$ cat src/rtl/clz_seq_if.sv
// Request/response bundle between execute control and the CLZ/CLO sequencer.
interface clz_seq_if;
    logic        start;
    logic        op_clo;
    logic [31:0] operand;
    logic        flush;
    logic        busy;
    logic        done;
    logic [31:0] result;

    modport master (
        output start, op_clo, operand, flush,
        input  busy, done, result
    );

    modport slave (
        input  start, op_clo, operand, flush,
        output busy, done, result
    );
endinterface

$ cat src/rtl/clz_seq_ctrl.sv
// Multi-cycle count-leading-zeros/ones sequencer: scans one byte per cycle from the MSB end,
// stops at the first non-zero byte and reports the count with a one-cycle done pulse.
module clz_seq_ctrl (
    input  logic        clk,
    input  logic        rst_n,
    clz_seq_if.slave    bus
);

    typedef enum logic [1:0] {
        ST_IDLE = 2'd0,
        ST_SCAN = 2'd1,
        ST_DONE = 2'd2
    } state_t;

    state_t      state_reg, state_next;
    logic [31:0] data_reg;
    logic [1:0]  idx_reg;
    logic [5:0]  cnt_reg;
    logic [5:0]  result_reg;

    logic [7:0]  byte_arr [4];
    logic [7:0]  cur_byte;
    logic        byte_hit;
    logic [2:0]  lz8;
    logic        lz_found;
    logic        accept;
    logic        busy_c;
    logic        done_c;

    genvar gi;
    generate
        for (gi = 0; gi < 4; gi++) begin : g_byte
            assign byte_arr[gi] = data_reg[8*gi +: 8];
        end
    endgenerate

    assign cur_byte = byte_arr[idx_reg];
    assign byte_hit = |cur_byte;

    // Leading zeros inside the selected byte; only meaningful when byte_hit is set.
    always_comb begin
        lz8      = 3'd0;
        lz_found = 1'b0;
        for (int i = 7; i >= 0; i--) begin
            if (!lz_found) begin
                if (cur_byte[i]) lz_found = 1'b1;
                else             lz8 = lz8 + 3'd1;
            end
        end
    end

    // A request is only taken while not scanning, and never alongside a flush.
    assign accept = bus.start && !bus.flush && (state_reg != ST_SCAN);

    always_ff @(posedge clk or negedge rst_n) begin
        if (!rst_n) state_reg <= ST_IDLE;
        else        state_reg <= state_next;
    end

    always_comb begin
        state_next = state_reg;
        if (bus.flush) begin
            state_next = ST_IDLE;
        end else begin
            case (state_reg)
                ST_IDLE, ST_DONE: state_next = bus.start ? ST_SCAN : ST_IDLE;
                ST_SCAN:          state_next = (byte_hit || idx_reg == 2'd0) ? ST_DONE : ST_SCAN;
                default:          state_next = ST_IDLE;
            endcase
        end
    end

    always_comb begin
        busy_c = (state_reg == ST_SCAN);
        done_c = (state_reg == ST_DONE);
    end

    always_ff @(posedge clk or negedge rst_n) begin
        if (!rst_n) begin
            data_reg   <= 32'd0;
            idx_reg    <= 2'd0;
            cnt_reg    <= 6'd0;
            result_reg <= 6'd0;
        end else if (accept) begin
            data_reg <= bus.op_clo ? ~bus.operand : bus.operand;
            idx_reg  <= 2'd3;
            cnt_reg  <= 6'd0;
        end else if (state_reg == ST_SCAN && !bus.flush) begin
            if (byte_hit) begin
                result_reg <= cnt_reg + {3'd0, lz8};
            end else if (idx_reg != 2'd0) begin
                cnt_reg <= cnt_reg + 6'd8;
                idx_reg <= idx_reg - 2'd1;
            end else begin
                result_reg <= 6'd32;
            end
        end
    end

    assign bus.busy   = busy_c;
    assign bus.done   = done_c;
    assign bus.result = {26'd0, result_reg};

endmodule

$ cat src/flat_wrapper.sv
// flat-port wrapper written by rule: the top's interface ports become plain ports
module clz_seq_ctrl_flat 
  (clk, rst_n, bus_start, bus_op_clo, bus_operand, bus_flush, bus_busy, bus_done, bus_result);
  clz_seq_if bus_i ();
  input  logic clk;
  input  logic rst_n;
  input wire logic [$bits(bus_i.start)-1:0] bus_start;
  input wire logic [$bits(bus_i.op_clo)-1:0] bus_op_clo;
  input wire logic [$bits(bus_i.operand)-1:0] bus_operand;
  input wire logic [$bits(bus_i.flush)-1:0] bus_flush;
  output wire logic [$bits(bus_i.busy)-1:0] bus_busy;
  output wire logic [$bits(bus_i.done)-1:0] bus_done;
  output wire logic [$bits(bus_i.result)-1:0] bus_result;
  assign bus_i.start = bus_start;
  assign bus_i.op_clo = bus_op_clo;
  assign bus_i.operand = bus_operand;
  assign bus_i.flush = bus_flush;
  assign bus_busy = bus_i.busy;
  assign bus_done = bus_i.done;
  assign bus_result = bus_i.result;
  clz_seq_ctrl u_core (.clk(clk), .rst_n(rst_n), .bus(bus_i));
endmodule
$ cat config.mk
export PLATFORM = sky130hd
export DESIGN_NAME = clz_seq_ctrl_flat
export DESIGN_NICKNAME = d
export VERILOG_FILES = /design/src/rtl/clz_seq_if.sv /design/src/rtl/clz_seq_ctrl.sv /design/src/flat_wrapper.sv
export SDC_FILE = /design/constraint.sdc
export NUM_CORES = 1
export LEC_CHECK = 0
export ABC_AREA = 0
export ABC_CLOCK_PERIOD_IN_PS = 4200
export BUFFER_PORTS_ARGS = -buffer_cell sky130_fd_sc_hd__buf_2
export CORE_MARGIN = 1.5
export CORE_UTILIZATION = 39
export DETAILED_ROUTE_END_ITERATION = 6
export PLACE_DENSITY = 0.73
export REMOVE_ABC_BUFFERS = 1
export SLEW_MARGIN = 20
export SYNTH_ARGS = -nofsm -noshare
export SYNTH_HDL_FRONTEND = slang
export SYNTH_SLANG_ARGS = --single-unit
$ cat constraint.sdc
create_clock -name clk -period 4.2 [get_ports clk]
set_clock_uncertainty 0.1 [all_clocks]
set_input_delay 0.21 -clock clk [delete_from_list [all_inputs] [get_ports clk]]
set_output_delay 0.21 -clock clk [all_outputs]
set_load 0.01 [all_outputs]
==> results.txt <==
----------------------------------------------------
[Setup path]
  Endpoint class of the critical path ... register
  CP startpoint kind ... register
  Critical path class ... reg -> reg
  Worst reg2reg path startpoint ... u_core.idx_reg[0]
  R2R Path End ... u_core.result_reg[2]
  Slack of the worst reg-to-reg path ... -0.04 ns
  CP most frequent cell ... sky130_fd_sc_hd__buf_4
  Slowest library cell on the worst path ... sky130_fd_sc_hd__mux4_2
  Highest cell delay on the worst timing path ... between 0.5 and 0.6 ns
  Required time of the worst setup path ... 4.30 ns
  Maximum net fanout on the critical path ... 5
  Arrival time at the worst endpoint ... 4.35 ns
  Ordered cell list for the critical path ... mux4_2 -> nor4_4 -> buf_4 -> buf_4 -> buf_4 -> buf_4 -> buf_4 -> and2_4 -> nor2_1 -> ha_1 -> inv_1 -> o21ai_2 -> ha_2 -> inv_1 -> or3_4 -> a21oi_2 -> a211oi_1 -> nor3_1 -> xnor2_1 -> a22o_1
  Worst Reg-to-Reg Cells ... 20

[Cells and area]
  Layout Area Growth over Synthesis ... 19.4%
  Core occupancy in the finished layout ... 0.486
  Most used cells in the layout excluding fill and tap cells ... sky130_fd_sc_hd__dfrtp_1, sky130_fd_sc_hd__buf_2, sky130_fd_sc_hd__nor2_1, sky130_fd_sc_hd__xnor2_1, sky130_fd_sc_hd__a21oi_1
  Number of inserted filler cells in the final layout ... 664
  Antenna diode count ... 0
  Share of final-layout standard cells stronger than drive strength 1 ... 0.289
  Flip-flop count of the largest register after layout ... 32
  Post-layout net count ... 386
  Most common library cell in the layout ignoring fill and taps ... sky130_fd_sc_hd__dfrtp_1

[Global route]
  Initial antenna violation count ... 0
  Global routing met2 resource utilization ... 0.258
  Via count of the first global-routing pass ... 2,094
  Global-route wire length before repair ... 9140 um
  Tot GR Track Use ... 0.153
  GRT Max-Usage Layer ... met2
  Met1 Track Usage GR ... 0.183
  Met3 usage ... 0.0370
  Congestion Overflow GR ... 0
  Maximum number of pins on one net before global-route repair ... 58

[Clock tree]
  CTS tree ... done
  Clock H-tree levels ... 2
  Number of sinks on the clock net ... 45
  CTS Buf Count ... 5
  Clock insertion delay at the later pin of the skew report ... 0.30 ns
  Number of buffers on the longest clock path ... 2
  Post-CTS clock slew at the launch and capture registers of the worst setup and hold paths ... 0.09 ns
  CTS root buf ... sky130_fd_sc_hd__clkbuf_8

[Synth]
  Avg Synthesized Cell Area ... 9.93 um^2
  Post-synth cell types ... 43
  Seq cells post-synth ... 45
  Leading register cell type out of synthesis ... sky130_fd_sc_hd__dfrtp_1
  EDFF count, synth ... 0
  Gate Count Post-Synth ... 280
  Warnings from Yosys ... 0
  Async set-reset flop share out of synthesis ... 1.00
  Sequential area share after synthesis ... 0.405
  Synth Cell Area ... about 2800 um^2

[STA]
  Final hold violations ... 0
  Final critical delay including setup and external delays ... 4.24 ns
  Max-slew violation total from the final report ... 0
  Relative slew margins ... 0.458
  Ratio of final minimum period to clock period ... 1.01
  Final setup slack of the worst path ... -0.0438 ns
  # setup viols final ... 1
  Final total negative setup slack ... -0.0438 ns
  Measured slew at the worst slew-check pin ... approximately 0.81 ns
  RSZ-0062 raised after global routing ... yes
  Maximum clock frequency ... 0.236 GHz

[Floorplanning]
  Row count ... 30
  Starting utilization of the core area ... 0.407
  Number of top-level pins ... 71
  Floorplan die area ... 7640 um^2
  Core area ... 6830 um^2
  Die W ... 87.4 um
  Die span in y ... 87.4 um

[Place]
  Routability cong. ... 0.860
  Pre-CTS WS ... -0.348 ns
  Half-perimeter wire length after detailed placement ... 3820 um
  Count of buffers inserted at the top-level ports ... 44

[Drt]
  Iteration count of the initial detailed-routing pass ... 5
  Mean routed wirelength per cell ... 12.1 um
  Vias ... 2,061
  Routed vias/inst ... 4.69
  Drt first-iter violations ... 53
  Detailed-route wire length ... ~5300 um
  Count of nets left with antenna violations after detail routing ... 0
  Number of DRC violations after detailed routing ... 0

[Power]
  Leakage dissipation ... 1.52 nW
  PwrDens ... 346 nW/um^2
  Post-layout power ... roughly 1.1 mW
  Worst IR drop on VDD ... about 0.2 mV

[Outcome]
  Result of the run ... finished with violations
  Failing checks ... setup timing

[Worst hold path]
  Hold Crit Class ... in -> reg
  Hold path startpoint ... bus_operand[9]
  Worst min-delay path endpoint ... u_core.data_reg[9]
  Cell count of the worst hold path ... 3

[Flow run]
  Max-cap violations ... 0

----------------------------------------------------
[routing by layer]
metal  vias up  routed length (um)
li1       1025                   -
met1       973                2290
met2        49                2670
met3        14                 215
met4         0                 135
met5         -                   0
[what timing repair did]
action                                 in CTS  in global routing
gates resized for setup                    15                  4
endpoints found under the hold margin       2                  0
pin swaps                                  10                  2
buffers inserted                            8                  0
hold buffers                                1                  0
setup endpoints to repair                   1                  1
[worst max-delay path: cells and delay by family (launching register included)]
family,cells,cell delay (ns)
AOI/OAI and AO/OA,4,0.57
xor gates and xnor gates,1,0.11
buffers and inverters,7,0.65
muxes,1,0.56
DFF,1,0.45
adders and majority gates,2,0.48
and+or+nand+nor,5,1.24
[synth_stat cells (4+ instances only)]
cell,number,area (um^2)
sky130_fd_sc_hd__a21oi_1,37,185
sky130_fd_sc_hd__a22o_1,5,43.8
sky130_fd_sc_hd__buf_1,4,15.0
sky130_fd_sc_hd__buf_4,26,195
sky130_fd_sc_hd__clkbuf_1,8,30.0
sky130_fd_sc_hd__dfrtp_1,45,1130
sky130_fd_sc_hd__ha_1,7,87.6
sky130_fd_sc_hd__inv_1,13,48.8
sky130_fd_sc_hd__mux4_1,5,131
sky130_fd_sc_hd__nand2_1,6,22.5
sky130_fd_sc_hd__nor2_1,41,154
sky130_fd_sc_hd__nor2b_1,4,25.0
sky130_fd_sc_hd__o21ai_0,7,35.0
sky130_fd_sc_hd__xnor2_1,36,315
[how the worst max path moves through the flow]
stage                           start              endpoint  slack [ns]  depth (start not counted)
floorplan           u_core.idx_reg[0]  u_core.result_reg[2]       -0.19                         18
global placement    u_core.idx_reg[0]  u_core.result_reg[2]       -0.13                         18
detailed placement  u_core.idx_reg[0]  u_core.result_reg[2]       -0.35                         18
CTS                 u_core.idx_reg[0]  u_core.result_reg[2]        0.02                         20
global route        u_core.idx_reg[0]  u_core.result_reg[2]       -0.19                         20
finish              u_core.idx_reg[0]  u_core.result_reg[2]       -0.04                         20
[kinds of logic after synthesis]
| kind of cell | share of synthesized area |
|---|---|
| other | 0.00135 |
| muxes | 0.0788 |
| xor gates and xnor gates | 0.117 |
| DFF | 0.405 |
| AOI/OAI and AO/OA | 0.138 |
| and+or+nand+nor | 0.121 |
| buffers and inverters | 0.108 |
| adders and majority gates | 0.0315 |
[through the flow]
step	std cells	instance area [um^2]	hold WS, ns
2_1_floorplan	267	2630	-0.186
3_3_place_gp	421	3080	0.324
3_5_place_dp	421	3080	0.341
4_1_cts	438	3280	0.0721
5_1_grt	439	3320	0.0718
6_report	439	3320	0.0810
[report_power, final]
group	leakage, nW	internal, mW	switching (mW)	total (mW)
registers	0.517	0.499	0.0350	0.534
logic	0.961	0.164	0.181	0.345
clock network	0.0445	0.118	0.152	0.270
[cell type report]
cell class | instances | area [um^2] | area share
clock buffer | 5 | 68.8 | 0.0207
clock inverter | 3 | 21.3 | 0.00641
inverter | 13 | 48.8 | 0.0147
multi-input combinational | 209 | 1510 | 0.456
sequential | 45 | 1130 | 0.339
tap | 96 | 120 | 0.0362
timing repair buffer | 68 | 422 | 0.127
(Power assumes the default switching activity.)
